`src/rtl/hyperram_rd_capture_ctrl.sv`:
```
// -----------------------------------------------------------------------------
// hyperram_rd_capture_ctrl
//
// Sequences the HyperRAM read-capture datapath built from the DDR input flops
// (8 DQ lanes plus RWDS). A read request pulses the IDDR reset, waits for
// RWDS-qualified data, assembles 16-bit words from rise/fall byte pairs and
// buffers them in a small FIFO that feeds a valid/ready stream. The burst
// length and a no-data timeout bound every read.
//
// Ports:
//   clk          system clock, same as the IDDR SCLK
//   rst          synchronous active-high reset
//   start        single-cycle read request, sampled only in IDLE
//   burst_len    number of words to capture, sampled with start
//   busy         high from the cycle after an accepted start through DONE
//   iddr_rst     reset to all read IDDRs, held FLUSH_CYC cycles per read
//   dq_ris       DQ IDDR Q0 (rising-edge byte, word MSB)
//   dq_fal       DQ IDDR Q1 (falling-edge byte, word LSB)
//   rwds_ris     RWDS IDDR Q0
//   rwds_fal     RWDS IDDR Q1
//   m_data       output word (0 while m_valid is low)
//   m_valid      output word valid
//   m_ready      consumer accept
//   done         one-cycle pulse at the end of a read
//   timeout_err  sticky: last read aborted on timeout
//   overflow     sticky: a word was dropped because the FIFO was full
// -----------------------------------------------------------------------------
module hyperram_rd_capture_ctrl #(
    parameter int BURST_W    = 8,
    parameter int TIMEOUT    = 64,
    parameter int FIFO_DEPTH = 4,
    parameter int FLUSH_CYC  = 2
) (
    input  logic               clk,
    input  logic               rst,
    input  logic               start,
    input  logic [BURST_W-1:0] burst_len,
    output logic               busy,
    output logic               iddr_rst,
    input  logic [7:0]         dq_ris,
    input  logic [7:0]         dq_fal,
    input  logic               rwds_ris,
    input  logic               rwds_fal,
    output logic [15:0]        m_data,
    output logic               m_valid,
    input  logic               m_ready,
    output logic               done,
    output logic               timeout_err,
    output logic               overflow
);

    localparam int PTR_W = $clog2(FIFO_DEPTH);
    localparam int CNT_W = PTR_W + 1;
    // The idle counter only ever needs to hold 0..TIMEOUT-1: the abort
    // decision is taken on the cycle that would make it reach TIMEOUT.
    localparam int TO_W  = $clog2(TIMEOUT);
    localparam int FL_W  = $clog2(FLUSH_CYC + 1);

    localparam logic [TO_W-1:0]    TO_LAST  = TO_W'(TIMEOUT - 1);
    localparam logic [FL_W-1:0]    FL_LAST  = FL_W'(FLUSH_CYC - 1);
    localparam logic [CNT_W-1:0]   DEPTH    = CNT_W'(FIFO_DEPTH);
    localparam logic [BURST_W-1:0] LAST_ONE = BURST_W'(1);

    typedef enum logic [2:0] {
        S_IDLE,
        S_FLUSH,
        S_WAIT,
        S_CAPTURE,
        S_DONE
    } state_t;

    state_t             state;
    logic [BURST_W-1:0] remaining;
    logic [TO_W-1:0]    idle_cnt;
    logic [FL_W-1:0]    flush_cnt;

    logic [15:0]        mem [FIFO_DEPTH];
    logic [PTR_W-1:0]   wr_ptr;
    logic [PTR_W-1:0]   rd_ptr;
    logic [CNT_W-1:0]   count;

    logic               vw;
    logic               capturing;
    logic               push;
    logic               pop;
    logic               full;
    logic               wr_en;
    logic [15:0]        word;

    // RWDS high on the rising half and low on the falling half marks a real
    // data beat; anything else (including both high) is a stall.
    assign vw        = rwds_ris & ~rwds_fal;
    assign word      = {dq_ris, dq_fal};
    assign capturing = (state == S_WAIT) || (state == S_CAPTURE);
    assign push      = capturing & vw;

    assign full    = (count == DEPTH);
    assign m_valid = (count != '0);
    assign pop     = m_valid & m_ready;
    // A pop in the same cycle frees the slot the push lands in.
    assign wr_en   = push & (~full | pop);

    // NOTE: the storage array has no reset; the output is gated with m_valid
    // so stale contents never reach m_data.
    assign m_data = m_valid ? mem[rd_ptr] : 16'h0000;

    // -------------------------------------------------------------------------
    // Control FSM with registered outputs
    // -------------------------------------------------------------------------
    always_ff @(posedge clk) begin
        if (rst) begin
            state       <= S_IDLE;
            remaining   <= '0;
            idle_cnt    <= '0;
            flush_cnt   <= '0;
            busy        <= 1'b0;
            iddr_rst    <= 1'b0;
            done        <= 1'b0;
            timeout_err <= 1'b0;
            overflow    <= 1'b0;
        end else begin
            // NOTE: all state here uses non-blocking assignments so every
            // branch sees the values from the start of the cycle.
            done <= 1'b0;

            if (push && full && !pop) begin
                overflow <= 1'b1;
            end

            case (state)
                S_IDLE: begin
                    if (start) begin
                        timeout_err <= 1'b0;
                        overflow    <= 1'b0;
                        busy        <= 1'b1;
                        if (burst_len == '0) begin
                            state <= S_DONE;
                            done  <= 1'b1;
                        end else begin
                            remaining <= burst_len;
                            flush_cnt <= '0;
                            iddr_rst  <= 1'b1;
                            state     <= S_FLUSH;
                        end
                    end
                end

                S_FLUSH: begin
                    if (flush_cnt == FL_LAST) begin
                        iddr_rst <= 1'b0;
                        idle_cnt <= '0;
                        state    <= S_WAIT;
                    end else begin
                        flush_cnt <= flush_cnt + 1'b1;
                    end
                end

                S_WAIT, S_CAPTURE: begin
                    if (vw) begin
                        // remaining counts words seen, even ones dropped on a
                        // full FIFO, so the burst always ends on time.
                        remaining <= remaining - 1'b1;
                        idle_cnt  <= '0;
                        if (remaining == LAST_ONE) begin
                            state <= S_DONE;
                            done  <= 1'b1;
                        end else begin
                            state <= S_CAPTURE;
                        end
                    end else if (idle_cnt == TO_LAST) begin
                        timeout_err <= 1'b1;
                        state       <= S_DONE;
                        done        <= 1'b1;
                    end else begin
                        idle_cnt <= idle_cnt + 1'b1;
                    end
                end

                S_DONE: begin
                    busy  <= 1'b0;
                    state <= S_IDLE;
                end

                default: begin
                    state <= S_IDLE;
                end
            endcase
        end
    end

    // -------------------------------------------------------------------------
    // Output FIFO
    // -------------------------------------------------------------------------
    always_ff @(posedge clk) begin
        if (wr_en) begin
            mem[wr_ptr] <= word;
        end
    end

    always_ff @(posedge clk) begin
        if (rst) begin
            wr_ptr <= '0;
            rd_ptr <= '0;
            count  <= '0;
        end else begin
            // Power-of-two depth: pointers wrap naturally.
            if (wr_en) begin
                wr_ptr <= wr_ptr + 1'b1;
            end
            if (pop) begin
                rd_ptr <= rd_ptr + 1'b1;
            end
            case ({wr_en, pop})
                2'b10:   count <= count + 1'b1;
                2'b01:   count <= count - 1'b1;
                default: count <= count;
            endcase
        end
    end

endmodule

```
`config.mk`:
```
export PLATFORM = sky130hd
export DESIGN_NAME = hyperram_rd_capture_ctrl
export DESIGN_NICKNAME = d
export VERILOG_FILES = /design/src/rtl/hyperram_rd_capture_ctrl.sv
export SDC_FILE = /design/constraint.sdc
export NUM_CORES = 1
export LEC_CHECK = 0
export CAP_MARGIN = 20
export CORE_UTILIZATION = 60
export DETAILED_ROUTE_END_ITERATION = 8
export PLACE_DENSITY = 0.85
export SYNTH_ARGS = -nofsm -noshare
export SYNTH_HDL_FRONTEND = slang
export SYNTH_SLANG_ARGS = --single-unit
```
`constraint.sdc`:
```
create_clock -name clk -period 2.95 [get_ports clk]
set_clock_uncertainty 0.15 [all_clocks]
set_input_delay 0.59 -clock clk [delete_from_list [all_inputs] [get_ports clk]]
set_output_delay 0.59 -clock clk [all_outputs]
set_load 0.01 [all_outputs]
```
==> results.cfg <==
[final_layout]
drive_gt1_frac = 0.148
n_fill_cell = 432
regArea_um2 = 2580
diodes = 0
final_common_cell = edfxtp_1
multi_input_area_um2 = 1610
fin_nets = 419
area_growth_syn_to_layout_pct = 20.0
final_util = 0.753
postLayoutCellArea_um2 = 5170
final_cell_mix = 64 x edfxtp_1, 51 x clkdlybuf4s50_1, 33 x dfxtp_1, 24 x a21oi_1

[timing]
setup_ws_ps = 86.7
worstMarginPinSlew_ps = 662
finalSetupTns_ps = 0
grt_setup_unrepaired = no
slew_violations = 0
post-route-min-period_ps = 2860
fin_crit_sh = 0.971
fmax_mhz = 349
setup_viol_count_final = 0
slew_headroom = 0.554
hold_viol_final = 0

[cts]
cts.clk_slew.worst_paths_ps = 90
htreeDepth = 3
cts_sinks = 97
cts_max_path_buffers = 2
cts_buffers = 9
cts_hold_buf = 0
cts.repair.resized = 0
cts_tree = built
clockRootBuffer = clkbuf_8
clk_latency_ps = 360
cts_setup_buffers = 0

[pwr]
powerDensity_nw_per_um2 = 691
ir_worst_vdd_v = 0.000353
p_int_mw = 2.54
net-switching-power_mw = 1.04
leakagePower_nw = 1.70
p_clk_frac = 0.249
combPwrFrac = 0.314
seqPwrFrac = 0.437
swShare = 0.290

[die]
die-area_um2 = 7520
die_w_um = 86.7
start_util = 0.627
die_height_um = 86.7
ios = 52
core_area_um2 = 6870
row_count = 30

[drt]
viasPerCell = 5.92
drc = 0
detail_route.wirelength_um = 8500
num_vias = 2849
drt_first_pass_iters = 5
wire_per_inst_um = 17.7
final_antenna_net_count = 0
drt-initial-drc-count = 156

[setup_path]
critPathSlowestCell = mux4_2
path_delay_family = buffers and inverters
crit_arrival_ps = 2120
crit_path_cell_trace = buf_12, mux4_2, and2_1, clkdlybuf4s50_1
critPathMaxFanout = 16
slowest_delay_ps = 550
cp.required_ps = 2210
path_class = flip-flop to output pin
start_kind = flip-flop
end_kind = output pin
path_buf_inv = 2

[global_route]
grt_overflow = 0
grt_start_max_net_pins = 22
grt_pass1_vias = 2703
grt_first_pass_wirelength_um = 13300
antenna_found_initial = 0
grt_use_total = 0.240

[logic_synthesis]
synth_nets = 362
yosysSeqAreaShare = 0.599
synth-edff-count = 64
synthCells = 323
ys_seq_elements = 97
synth_cell_types = 60
synth-async-reset-ratio = 0
ys_warn_count = 0
syn_area_per_cell_um2 = 13.3
syn_area_um2 = 4310
synthFlopType = edfxtp_1

[min_path]
min_path_type = flip-flop to flip-flop

[place]
pre_cts_slack_ps = 277
io_buffers = 51
dp_hpwl_um = 6010
place_area_um2 = 4960
gp_congestion = 0.893

[flow_run]
drv_cap = 0

[run_status]
status = complete, no violations
stage by stage:
step	hold slack, ps	power, mW	cells
after floorplan	288	2.24	323
after global placement	301	2.68	465
after detailed placement	307	2.73	465
after CTS	320	3.60	481
after global routing	349	3.75	481
final	315	3.57	481
registers in the layout, indices dropped and copies added (netlist names), named ones only:
signal / cells
flush_cnt: 2
timeout_err: 1
mem: 64
done: 1
busy: 1
rd_ptr: 2
overflow: 1
iddr_rst: 1
remaining: 8
state: 3
count: 3
wr_ptr: 2
idle_cnt: 6
logic make-up (layout without fill, tap and decap cells):
| group | after synthesis | in the layout | share of synthesized area |
|---|---|---|---|
| compound gates | 61 | 61 | 0.0999 |
| simple gates | 105 | 105 | 0.146 |
| xor+xnor | 3 | 3 | 0.00610 |
| buf+inv | 28 | 90 | 0.0276 |
| flops | 97 | 97 | 0.599 |
| mux | 20 | 20 | 0.0932 |
| fa+ha+maj | 9 | 9 | 0.0279 |
synth_stat cells (4+ instances only):
cell      instances  area [µm²]
a21oi_1          24         120
and2_1           21         131
buf_2             5        25.0
clkbuf_1          9        33.8
dfxtp_1          33         661
edfxtp_1         64        1920
ha_1              8         100
inv_1            11        41.3
mux4_2           16         360
nand2_1          15        56.3
nand3_1           8        40.0
nor2_1           21        78.8
nor3_1            7        35.0
o21ai_0           4        20.0
o21ai_1           4        20.0
o32ai_1           6        52.6
or3_1             6        37.5
power by group through the flow:
stage,clock (mW),sequential (mW),combinational (mW)
final,0.888,1.56,1.12
after global routing,0.959,1.57,1.22
after CTS,0.904,1.56,1.14
after detailed placement,0,1.59,1.13
after global placement,0,1.58,1.10
after floorplan,0,1.57,0.671
worst register-to-register path: stages, from the launching register on:
cell and delay, ps:
dfxtp_1 360, or3_4 510, and3_4 250, inv_1 70, fa_1 180, mux2i_1 190
mux2_1 330
layout make-up:
| type | instances | share of cell area |
|---|---|---|
| multi-input combinational | 198 | 0.311 |
| clock inverter | 7 | 0.0167 |
| sequential | 97 | 0.499 |
| inverter | 12 | 0.00871 |
| clock buffer | 9 | 0.0240 |
| tap | 96 | 0.0232 |
| timing repair buffer | 62 | 0.117 |
path summary, 6_finish.rpt:
kind | slack (ps) | cells past startpoint | to | from
setup / recovery | 90 | 4 | m_data[7] | flip-flop
hold / removal | 320 | 2 | flush_cnt[1] | flush_cnt[1]
setup reg to reg | 810 | 6 | count[2] | count[0]
hold reg to reg | 320 | 2 | flush_cnt[1] | flush_cnt[1]
layer usage:
layer	share of wire	global-route usage	up-vias
met5	0	0	-
li1	-	-	1345
met3	0.054	0.0514	5
met4	0.0066	0.0667	0
met1	0.40	0.285	1391
met2	0.54	0.442	108
Note: power is estimated with default switching activity, not from simulation.
